## config.mk

```make
export PLATFORM = sky130hd
export DESIGN_NAME = id_ex_stage
export DESIGN_NICKNAME = d
export VERILOG_FILES = /design/src/rtl/id_ex_stage.sv
export SDC_FILE = /design/constraint.sdc
export NUM_CORES = 1
export LEC_CHECK = 0
export CAP_MARGIN = 20
export CORE_MARGIN = 4
export CORE_UTILIZATION = 36
export CTS_CLUSTER_SIZE = 16
export DETAILED_ROUTE_END_ITERATION = 10
export PLACE_DENSITY = 0.84
export SYNTH_ARGS = -nofsm -noshare
export SYNTH_HDL_FRONTEND = slang
export SYNTH_SLANG_ARGS = --single-unit
```

## constraint.sdc

```tcl
create_clock -name clk_i -period 4 [get_ports clk_i]
set_input_delay 0.6 -clock clk_i [delete_from_list [all_inputs] [get_ports clk_i]]
set_output_delay 0.6 -clock clk_i [all_outputs]
set_load 0.01 [all_outputs]
```

## src/rtl/id_ex_stage.sv

```systemverilog
// ID/EX pipeline register with load-use hazard detection, bubble insertion and
// a saturating count of inserted bubbles.
module id_ex_stage (
  input  logic        clk_i,
  input  logic        rst_i,
  input  logic        id_valid_i,
  input  logic [4:0]  id_rs_i,
  input  logic [4:0]  id_rt_i,
  input  logic [4:0]  id_rd_i,
  input  logic        id_uses_rt_i,
  input  logic [15:0] id_imm_i,
  input  logic [31:0] id_read_data1_i,
  input  logic [31:0] id_read_data2_i,
  input  logic        id_reg_write_i,
  input  logic        id_mem_read_i,
  input  logic        id_mem_write_i,
  input  logic        id_mem_to_reg_i,
  input  logic        id_alu_src_i,
  input  logic        id_reg_dst_i,
  input  logic [3:0]  id_alu_op_i,
  input  logic        flush_i,
  input  logic        ex_hold_i,
  output logic        ex_valid_o,
  output logic [4:0]  ex_rs_o,
  output logic [4:0]  ex_rt_o,
  output logic [4:0]  ex_write_reg_o,
  output logic [31:0] ex_imm_o,
  output logic [31:0] ex_read_data1_o,
  output logic [31:0] ex_read_data2_o,
  output logic        ex_reg_write_o,
  output logic        ex_mem_read_o,
  output logic        ex_mem_write_o,
  output logic        ex_mem_to_reg_o,
  output logic        ex_alu_src_o,
  output logic [3:0]  ex_alu_op_o,
  output logic        stall_o,
  output logic [15:0] bubble_count_o
);

  typedef struct packed {
    logic        valid;
    logic [4:0]  rs;
    logic [4:0]  rt;
    logic [4:0]  write_reg;
    logic [31:0] imm;
    logic [31:0] rd1;
    logic [31:0] rd2;
    logic        reg_write;
    logic        mem_read;
    logic        mem_write;
    logic        mem_to_reg;
    logic        alu_src;
    logic [3:0]  alu_op;
  } ex_t;

  ex_t         ex_q, ex_d, load_w;
  logic [15:0] bubble_cnt_q, bubble_cnt_d;
  logic        hz;

  always_comb begin
    hz = ex_q.valid & ex_q.mem_read & id_valid_i & (ex_q.write_reg != 5'd0) &
         ((ex_q.write_reg == id_rs_i) | (id_uses_rt_i & (ex_q.write_reg == id_rt_i)));
    stall_o = (hz | ex_hold_i) & ~flush_i;
  end

  // Control is masked by id_valid so a non-valid slot can never write state.
  always_comb begin
    load_w            = '0;
    load_w.valid      = id_valid_i;
    load_w.rs         = id_rs_i;
    load_w.rt         = id_rt_i;
    load_w.write_reg  = id_reg_dst_i ? id_rd_i : id_rt_i;
    load_w.imm        = {{16{id_imm_i[15]}}, id_imm_i};
    load_w.rd1        = id_read_data1_i;
    load_w.rd2        = id_read_data2_i;
    load_w.reg_write  = id_valid_i & id_reg_write_i;
    load_w.mem_read   = id_valid_i & id_mem_read_i;
    load_w.mem_write  = id_valid_i & id_mem_write_i;
    load_w.mem_to_reg = id_valid_i & id_mem_to_reg_i;
    load_w.alu_src    = id_valid_i & id_alu_src_i;
    load_w.alu_op     = id_valid_i ? id_alu_op_i : 4'd0;
  end

  always_comb begin
    ex_d         = ex_q;
    bubble_cnt_d = bubble_cnt_q;
    if (flush_i) begin
      ex_d = '0;
    end else if (ex_hold_i) begin
      ex_d = ex_q;
    end else if (hz) begin
      ex_d = '0;
      if (bubble_cnt_q != 16'hFFFF) bubble_cnt_d = bubble_cnt_q + 16'd1;
    end else begin
      ex_d = load_w;
    end
  end

  always_ff @(posedge clk_i or posedge rst_i) begin
    if (rst_i) begin
      ex_q         <= '0;
      bubble_cnt_q <= '0;
    end else begin
      ex_q         <= ex_d;
      bubble_cnt_q <= bubble_cnt_d;
    end
  end

  assign ex_valid_o      = ex_q.valid;
  assign ex_rs_o         = ex_q.rs;
  assign ex_rt_o         = ex_q.rt;
  assign ex_write_reg_o  = ex_q.write_reg;
  assign ex_imm_o        = ex_q.imm;
  assign ex_read_data1_o = ex_q.rd1;
  assign ex_read_data2_o = ex_q.rd2;
  assign ex_reg_write_o  = ex_q.reg_write;
  assign ex_mem_read_o   = ex_q.mem_read;
  assign ex_mem_write_o  = ex_q.mem_write;
  assign ex_mem_to_reg_o = ex_q.mem_to_reg;
  assign ex_alu_src_o    = ex_q.alu_src;
  assign ex_alu_op_o     = ex_q.alu_op;
  assign bubble_count_o  = bubble_cnt_q;

endmodule

```

* Yosys cells after proc, flatten, opt, wreduce, memory -nomap -nowiden *
Index checks and enable logic that the tools add are counted.

storage, ports and cells
  logic and storage cells = 41
  input port bits = 111
  flip-flop bits (word level) = 137
  output and inout bits = 138

cells by class
  add/subtract/negate cells = 1
  multiplexer cells = 5
  bitwise gates (word level) = 15
  eq/ne operators = 4
  reductions and logical operators = 2

operators by type and width
  cell                     number
  $mux W121                3
  $add A16 B1 Y16 const B  1
  $ne A16 B16 Y1 const B   1
  $and A1 B1 Y1            11
  $eq A5 B5 Y1             2
  $mux W5                  1
  $reduce_bool A5 Y1       1
  $mux W4                  1
  $reduce_and A4 Y1        1
  $ne A2 B2 Y1 const B     1
  $not A1 Y1               2
  $or A1 B1 Y1             2

* Depth between registers and ports, before layout *
  depth after elaboration = 7
  mapped depth = 7
  mapped depth without buffers = 6

* Worst setup path before layout *
Ideal clock, no wire load.

  path type = in2out
  from = input id_rs_i[4]
  to = output stall_o
  data required time = 3.400 ns
  setup slack = 1.725 ns
  path buffers = 1
  arrival time = 1.675 ns
  stages = 6
  cells stage by stage = xnor2_1 -> nand3_1 -> o22ai_2 -> clkbuf_1 -> a21oi_1 -> nor2_1

between the ends
  word-level cells in the longest chain between the ends = 5

RTL lines
  item             line  source
  start, declared  7     input logic [4:0] id_rs_i,
  $eq A5 B5 Y1     62    ((ex_q.write_reg == id_rs_i) | (id_uses_rt_i & (ex_q.write_reg == id_rt_i)));
  $or A1 B1 Y1     62
  $and A1 B1 Y1    61    hz = ex_q.valid & ex_q.mem_read & id_valid_i & (ex_q.write_reg != 5'd0) &
  $or A1 B1 Y1     63    stall_o = (hz | ex_hold_i) & ~flush_i;
  $and A1 B1 Y1    63
  end, declared    36    output logic stall_o,

No other way between the ends.

* Worst setup path after layout *
  from = input id_valid_i
  to = output stall_o

between the ends
  word-level cells in the longest chain between the ends = 5

RTL lines
  item                        line  source
  start, declared             6     input logic id_valid_i,
  $and A1 B1 Y1 (3 in a row)  61
  $or A1 B1 Y1                63
  $and A1 B1 Y1               63

No other way between the ends.

==> impl_metrics.csv <==
group,metric,value,unit
placed_design,placed_area,7392,µm²
finish,nets,701,
logic_synthesis,yosys_warnings,0,
logic_synthesis,yosysSeqAreaShare,62.29,%
worst_hold_path,holdCritPathClass,"reg2reg",
finish,fin_area,7981,µm²
run,drv_cap,0,
floorplanning,ioPinCount,249,
routing,vias,3977,
cts,numCtsBuffers,17,
finish,antenna_cells,0,
logic_synthesis,ys_ff_latch,121,
worst_setup_path,start_kind,"input port",
routing,vias_per_cell,5.112,
sta,max_freq,319.7,MHz
sta,worst_pin_slew,931.6,ps
sta,slew_headroom,37.76,%
worst_setup_path,required,3400,ps
cts,clock-sinks,121,
logic_synthesis,muxShareOfSynthArea,1.390,%
worst_setup_path,critPathKind,"in2out",
grt,grt_max_degree,74,
logic_synthesis,synth_enable_flop_cells,0,
floorplanning,design.core.area,13240,µm²
cts,postCtsSetupBuffers,0,
grt,grt_usage,18.92,%
floorplanning,fp.dieArea,15430,µm²
logic_synthesis,synth_top_area_share,62.29,%
logic_synthesis,async_flop_share,100.0,%
sta,hold_viol,0,
sta,layout_min_cycle_time,3128,ps
cts,cts_tree,"yes",
floorplanning,start_util,36.71,%
logic_synthesis,dominantRegCellSynth,"dfrtp_1",
cts,post_cts_resized,0,
logic_synthesis,synth-simple-area-share,5.637,%
grt,grt_pass1_vias,4319,
routing,wire_per_inst,18.98,µm
floorplanning,die_w,124.2,µm
logic_synthesis,synth_adder_area_share,0.2574,%
sta,setup_viol,0,
cts,insertion_delay,400,ps
logic_synthesis,syn_inst,357,
placed_design,io_buffer_count,248,
floorplanning,die_h,124.2,µm
sta,finalCritPeriodShare,78.19,%
routing,drc,0,
power,power_density,409.2,nW/µm²
worst_hold_path,min_path_cells,1,
outcome,outcome,"finished, final reports clean",
cts,cts_max_level,4,
finish,final_common_cell,"clkdlybuf4s50_1",
placed_design,gp_congestion,0.9118,
grt,grt_pass1_wl,23580,µm
worst_setup_path,critPathMaxFanout,13,
finish,layout_common_cells,"clkdlybuf4s50_1 (248), dfrtp_1 (121), a22o_1 (96)",
logic_synthesis,synth.avg_cell_area,13.62,µm²
logic_synthesis,synth-xor-area-share,4.505,%
routing,first_pass_iters,5,
logic_synthesis,synth_compound_area_share,20.13,%
sta,fin_tns_setup,0,ps
cts,clk_path_buf_depth,2,
logic_synthesis,synthTopCellsByArea,"dfrtp_1 (62%), a22o_1 (17%), xnor2_1 (4.5%)",
sta,finalClockSkew,10.14,ps
finish,synthToLayoutAreaGrowth,64.20,%
logic_synthesis,syn-cell-area,4861,µm²
cts,cts_hold_buf,0,
routing,route.antenna.remaining_nets,0,
sta,drv_slew,0,
cts,clk_pin_slew,50,ps
logic_synthesis,synth_top_cell_by_area,"dfrtp_1",
finish,drive_gt1_share,8.306,%
logic_synthesis,synth_fp_nets,469,
logic_synthesis,synth.distinct_cells,29,
worst_setup_path,ff2ff_path_depth,6,
floorplanning,fp-row-count,42,
grt,antenna_found_initial,0,
routing,drt_iter0_markers,397,
grt,grt-ovfl-total,0,
cts,clockRootBuffer,"clkbuf_16",
routing,drt_wl_total,14770,µm
power,leakage,3.431,nW
worst_setup_path,cp.arrival,2530,ps
worst_setup_path,cp-end-kind,"output port",
logic_synthesis,synth_top_family_by_area,"compound AO/OA/AOI/OAI gates",
sta,rsz0062_at_grt,"no",
power,irDropWorstVdd,0.0002213,V
placed_design,dp_hpwl,10710,µm
-- layer usage --
| layer | track usage (%) | up-vias | share of wire (%) |
|---|---|---|---|
| li1 | - | 1815 | - |
| met3 | 6.229 | 23 | 7.2 |
| met5 | 0 | - | 0 |
| met4 | 6.319 | 0 | 1.8 |
| met1 | 22.20 | 1965 | 39 |
| met2 | 32.63 | 174 | 52 |
-- per-stage QoR --
step	hold slack [ps]	util (%)	worst slack (ps)	instances	power (mW)
2_1_floorplan	525.4	-	185.8	357	1.513
3_3_place_gp	478.5	55.82	874.7	746	1.785
3_5_place_dp	490.8	55.82	882.8	746	1.795
4_1_cts	502.0	60.27	872.0	778	3.305
5_1_grt	516.7	60.27	802.2	778	3.399
6_report	501.9	60.27	872.3	778	3.266
-- logic make-up (layout without fill, tap and decap cells) --
logic type                 after synthesis  after routing
xor gates and xnor gates                25             25
AOI/OAI and AO/OA                      111            111
buffers and inverters                   45            290
DFF                                    121            121
muxes                                    6              6
adders and majority gates                1              1
and+or+nand+nor                         48             48
-- Yosys cell counts (2+ instances only) --
cell type    n
buf_4       16
nand4_1     15
and4_1       2
inv_1        2
mux2_2       6
buf_2        6
a32o_1       9
clkbuf_1    15
nand2_1      4
buf_6        6
and3_1       6
nor3_1       5
nor2_1       3
nand3_1      8
dfrtp_1    121
a22o_1      96
xnor2_1     25
-- flip-flops by register name, indices dropped and copies added, names as in the netlist --
signal / flops
bubble_count_o: 16
ex_alu_op_o: 4
ex_alu_src_o: 1
ex_imm_o: 16
ex_mem_read_o: 1
ex_mem_to_reg_o: 1
ex_mem_write_o: 1
ex_read_data1_o: 32
ex_read_data2_o: 32
ex_reg_write_o: 1
ex_rs_o: 5
ex_rt_o: 5
ex_valid_o: 1
ex_write_reg_o: 5
-- path summary, 6_finish.rpt --
check | end | start | slack [ps]
setup / recovery | stall_o | id_valid_i | 870
hold / removal | ex_read_data2_o[8] | ex_read_data2_o[8] | 500
setup reg to reg | ex_imm_o[5] | ex_write_reg_o[1] | 1450
hold reg to reg | ex_read_data2_o[8] | ex_read_data2_o[8] | 500
max in group asynchronous | ex_imm_o[0] | rst_i | 2540
min in group asynchronous | ex_read_data2_o[27] | rst_i | 650
-- power breakdown --
| part | total, mW | switching, mW | internal, mW |
|---|---|---|---|
| Sequential | 1.32 | 0.0411 | 1.28 |
| Clock | 1.50 | 0.559 | 0.938 |
| Combinational | 0.445 | 0.176 | 0.269 |
| Total | 3.27 | 0.776 | 2.49 |
-- worst max-delay path, cell delays in order --
cell and delay, ps:
clkdlybuf4s50_1 460, buf_4 170, and3_1 230, o21a_1 140, buf_4 190, a21oi_1 100, nor2_1 100, clkdlybuf4s50_1 540
-- area by class of cell --
class / instances / area (µm²)
Fill cell: 1067 / 5261
Sequential cell: 121 / 3028
Timing Repair Buffer: 256 / 2567
Multi-Input combinational cell: 191 / 1567
Clock buffer: 19 / 442.9
Tap cell: 176 / 220.2
Clock inverter: 13 / 146.4
Inverter: 2 / 10.01
No activity file was read; power rests on OpenSTA's default activity.
==> edit 1 (same settings) <==
Make the reset (`rst_i`) synchronous in one clocked block.
--- a/src/rtl/id_ex_stage.sv
+++ b/src/rtl/id_ex_stage.sv
@@ -98,3 +98,3 @@
 
-  always_ff @(posedge clk_i or posedge rst_i) begin
+  always_ff @(posedge clk_i) begin
     if (rst_i) begin
Formal check against the unedited RTL: differs if rst_i is asserted again (counterexample within 4 cycles, from zero or initial values and one cycle with rst_i high); with rst_i held inactive, the same outputs for 4 cycles.
==> edit 1 against the original RTL <==
  * Setup slack got worse by 0.11 ns
  * Design area is 6.3% lower
  * Area after synthesis fell by 8.9%
  * Non-clock buffer count decreased by 1
  * Sequential cell count stayed put
  * Wire length decreased by 7.1%
  * Total power decreased by 4.4%
  * Core utilization is 2.0 points higher
  * Critical path type unchanged
  * Largest power group unchanged
==> edit 1: results (changes against the original RTL) <==
layout:
  drive_gt1_share_pct: 8.56  # was 8.31%
detailed_routing:
  met2_wirelength_um: 6700  # was 7670 µm
  via_per_inst: 5.21  # was 5.11
  dr_wl_met3_um: 1100  # was 1060 µm
  firstDrtPassIters: 6  # was 5
  routed.top_layer: "met4"  # unchanged
  initialDrtViolationCount: 214  # was 397
  wl_met1_um: 5490  # was 5770 µm
  postRouteWirelength_um: 13700  # was 14,800 µm
sta:
  whs_ns: 0.470  # was 0.502 ns
  tightest_slew_ns: 0.721  # was 0.932 ns
  skew_ns: 0.00639  # was 0.0101 ns
place:
  place_ws_ns: 0.754  # was 0.883 ns
  place_inst: 747  # was 746
  post_dp_cell_area_um2: 6880  # was 7390 µm²
  gp_congestion: 0.767  # was 0.912
  dp_hpwl_um: 9860  # was 10,700 µm
  io_buffer_count: 248  # unchanged
synth:
  synthDistinctLibCells: 33  # was 29
  async_flop_share_pct: 0  # was 100%
  synthTopCellsByCount: "121 x dfxtp_1, 104 x a22o_1, 18 x buf_4"  # was 121 x dfrtp_1, 96 x a22o_1, 25 x xnor2_1
  seq_area_frac_synth_pct: 54.7  # was 62.3%
  synth_area_leaders: "dfxtp_1 55%, a22o_1 21%, mux2_2 3.8%, buf_4 3.1%, xnor2_1 2.0%"  # was dfrtp_1 62%, a22o_1 17%, xnor2_1 4.5%, buf_4 2.5%, nand4_1 1.9%
  synthesis.nets: 501  # was 469
  avgSynthCellArea_um2: 11.4  # was 13.6 µm²
grt:
  use_met1_pct: 21.4  # was 22.2%
  grt_pass1_vias: 4066  # was 4,319
  met2_usage_pct: 31.3  # was 32.6%
  grt_max_degree: 71  # was 74
  grt_use_met3_pct: 6.89  # was 6.23%
  grtUsageTotal_pct: 19.0  # was 18.9%
  grt_pass1_wl_um: 21400  # was 23,600 µm
power_and_ir_drop:
  leakage_nw: 2.80  # was 3.43 nW
  peakVddDrop_v: 0.000234  # was 0.000221 V
  netSwitchingFraction_pct: 20.6  # was 23.8%
critical_path:
  critPathArrivalTime_ns: 2.64  # was 2.53 ns
  critPathMaxFanout: 3  # was 13
  r2r-end: "ex_read_data2_o[11]"  # was ex_imm_o[5]
  r2r.worst_path.cells: 6  # unchanged
  worstReg2RegStart: "ex_write_reg_o[4]"  # was ex_write_reg_o[1]
hold_path:
  holdPathEnd: "ex_imm_o[2]"  # was ex_read_data2_o[8]
  worstHoldStart: "ex_imm_o[2]"  # was ex_read_data2_o[8]
status:
  status: "finished clean"  # unchanged
[edit 1: cells by family (layout without fill, tap and decap cells)]
group,count (synthesis),in the layout,synth area share [%]
AO/OA/AOI/OAI,123,123,23.6
flip-flops,121,121,54.7
AND/OR/NAND/NOR,74,74,9.30
buffers and inverters,45,287,6.33
multiplexers,15,15,3.81
XOR/XNOR,10,10,1.98
adder cells (fa/ha/maj),1,1,0.283
[edit 1: worst max-delay path by stage]
stage / from / cells past startpoint / slack [ns] / end
finish: id_rt_i[1] / 7 / 0.76 / stall_o
global route: id_rt_i[1] / 7 / 0.67 / stall_o
CTS: id_rt_i[1] / 7 / 0.77 / stall_o
floorplan: id_rs_i[4] / 6 / 1.98 / bubble_count_o[6]
detailed placement: id_rt_i[1] / 7 / 0.75 / stall_o
global placement: id_rs_i[4] / 7 / 0.82 / stall_o
[edit 1: power by group through the flow]
| stage | combinational [W] | sequential, W | clock, W |
|---|---|---|---|
| finish | 0.000307 | 0.00126 | 0.00155 |
| detailed placement | 0.000308 | 0.00129 | 0 |
| global placement | 0.000303 | 0.00129 | 0 |
| floorplan | 0.0000915 | 0.00130 | 0 |
| CTS | 0.000310 | 0.00126 | 0.00158 |
| global route | 0.000325 | 0.00127 | 0.00163 |
[edit 1: final cells by class]
class / instances / area (µm²)
Fill cell: 939 / 4530
Timing Repair Buffer: 255 / 2530
Sequential cell: 121 / 2420
Multi-Input combinational cell: 223 / 1730
Clock buffer: 24 / 492
Tap cell: 147 / 184
Clock inverter: 7 / 115
Inverter: 1 / 3.75
[edit 1: worst reg2reg max path: cells and delay by family (launching register included)]
kind / cells / cell delay, ns
flip-flops: 1 / 0.37
AND/OR/NAND/NOR: 1 / 0.34
AO/OA/AOI/OAI: 3 / 0.76
buffers and inverters: 2 / 0.74
==> edit 2 (same flow settings) <==
Made on the original files. Put one more register stage on the output `bubble_count_o`, without a reset. The value now appears one clock later. The other outputs are not delayed to match.
--- a/src/rtl/id_ex_stage.sv
+++ b/src/rtl/id_ex_stage.sv
@@ -121,3 +121,5 @@
   assign ex_alu_op_o     = ex_q.alu_op;
-  assign bubble_count_o  = bubble_cnt_q;
+  always_ff @(posedge clk_i) begin
+    bubble_count_o <= bubble_cnt_q;
+  end
 
Check against the original RTL: not equivalent (Yosys sat finds a counterexample within 4 cycles, from zero or initial values and one cycle with rst_i high).
==> edit 2 against the original RTL <==
  * Combinational power barely moved
  * Area after synthesis rose by 6.6%
  * Total power rose by 6.3%
  * Non-clock buffer count did not move
  * Global-route usage fell by 1.7 points
  * Count of clock-buffer cells in the layout did not move
  * Sequential cell count rose by 16
  * Sequential share of layout area rose by 2.3 points
  * Via count rose by 4.6%
  * Setup slack got worse by 0.23 ns
  * Critical path depth did not move
  * Maximum frequency fell by 6.8%
  * Design area rose by 4.2%
  * Wire length fell by 3.8%
  * Critical path type unchanged
==> edit 2: results (changes against the original RTL) <==
hold_path:
  min_path_cells: 0  # was 1
  holdPathEnd: "bubble_count_o[14]"  # was ex_read_data2_o[8]
  worstHoldStart: "bubble_cnt_q[14]"  # was ex_read_data2_o[8]
detailed_routing:
  firstDrtPassIters: 4  # was 5
  num_vias: 4159  # was 3,977
  drt-wirelength-per-cell_um: 17.8  # was 19.0 µm
  initialDrtViolationCount: 206  # was 397
critical_path:
  r2r-end: "ex_mem_read_o"  # was ex_imm_o[5]
  critPathArrivalTime_ns: 2.76  # was 2.53 ns
  r2r.worst_path.cells: 6  # unchanged
  critPathMaxFanout: 16  # was 13
power_and_ir_drop:
  leakage_nw: 3.57  # was 3.43 nW
  pg_clk_w: 0.00155  # was 0.00150 W
  clock_power_share_pct: 44.5  # was 45.8%
  p_int_w: 0.00267  # was 0.00249 W
  peakVddDrop_v: 0.000234  # was 0.000221 V
  p_comb_share_pct: 12.8  # was 13.6%
synth:
  ys_warn_count: 0  # unchanged
  synthTopCellsByCount: "121 x dfrtp_1, 96 x a22o_1, 25 x xnor2_1"  # unchanged
  async_flop_share_pct: 88.3  # was 100%
  synth_area_leaders: "dfrtp_1 58%, a22o_1 16%, dfxtp_1 6.2%, xnor2_1 4.2%, buf_4 2.3%"  # was dfrtp_1 62%, a22o_1 17%, xnor2_1 4.5%, buf_4 2.5%, nand4_1 1.9%
  synthesis.nets: 486  # was 469
  seq_area_frac_synth_pct: 64.6  # was 62.3%
layout:
  layout.nets: 719  # was 701
  fillCellCount: 1081  # was 1,067
  drive_gt1_share_pct: 8.39  # was 8.31%
grt:
  grt_antenna_before_repair: 0  # unchanged
  grt_pass1_wl_um: 22500  # was 23,600 µm
  grtUsageTotal_pct: 17.3  # was 18.9%
place:
  place_ws_ns: 0.404  # was 0.883 ns
  gp_congestion: 0.895  # was 0.912
  dp_hpwl_um: 10100  # was 10,700 µm
clocking:
  cts_setup_buffers: 0  # unchanged
  h-tree-depth: 4  # unchanged
sta:
  whs_ns: 0.420  # was 0.502 ns
  tightest_slew_ns: 0.718  # was 0.932 ns
  skew_ns: 0.00974  # was 0.0101 ns
status:
  status: "finished clean"  # unchanged
edit 2: worst max-delay path: stages:
cell             delay (ns)
clkdlybuf4s50_1        0.51
xnor2_1                0.14
nand3_1                0.12
o22ai_1                0.37
buf_4                  0.28
a21oi_1                0.08
nor2_1                 0.10
clkdlybuf4s50_1        0.56
edit 2: logic make-up after synthesis:
kind of cell	synth area share [%]
adders and majority gates	0.242
muxes	1.30
DFF	64.6
xor gates and xnor gates	4.23
and+or+nand+nor	5.72
buffers and inverters	5.34
AOI/OAI and AO/OA	18.5
edit 2: layout make-up:
| type | count | area, µm² | area share [%] |
|---|---|---|---|
| clock inverters | 13 | 144 | 1.73 |
| repair buffers | 256 | 2570 | 30.9 |
| flip-flops and latches | 137 | 3350 | 40.3 |
| clock buffers | 19 | 453 | 5.45 |
| well taps | 180 | 225 | 2.71 |
| multi-input cells | 193 | 1570 | 18.9 |
| inverters | 2 | 10.0 | 0.120 |
edit 2: worst max-delay path by stage:
stage                     from         endpoint  slack [ns]  cells after the start
floorplan                rst_i  bubble_cnt_q[0]        0.19                      1
global placement    id_valid_i   ex_alu_op_o[0]        0.53                      8
detailed placement  id_valid_i   ex_alu_op_o[0]        0.40                      8
CTS                 id_rs_i[0]          stall_o        0.64                      8
global route        id_rs_i[0]          stall_o        0.49                      8
finish              id_rs_i[0]          stall_o        0.64                      8
edit 2: routing by layer:
layer | track usage (%) | routed length (µm)
met1 | 22.7 | 5970
met2 | 27.3 | 6840
met4 | 5.68 | 172
met3 | 5.42 | 1220
met5 | 0 | 0
edit 2: stage by stage:
step                      std cells  instance area (µm²)  util (%)
final                           800                 8320      59.5
after global routing            800                 8320      59.5
after CTS                       799                 8300      59.3
after detailed placement        767                 7700      55.1
after global placement          767                 7700      55.1
after floorplan                 374                 5180         -
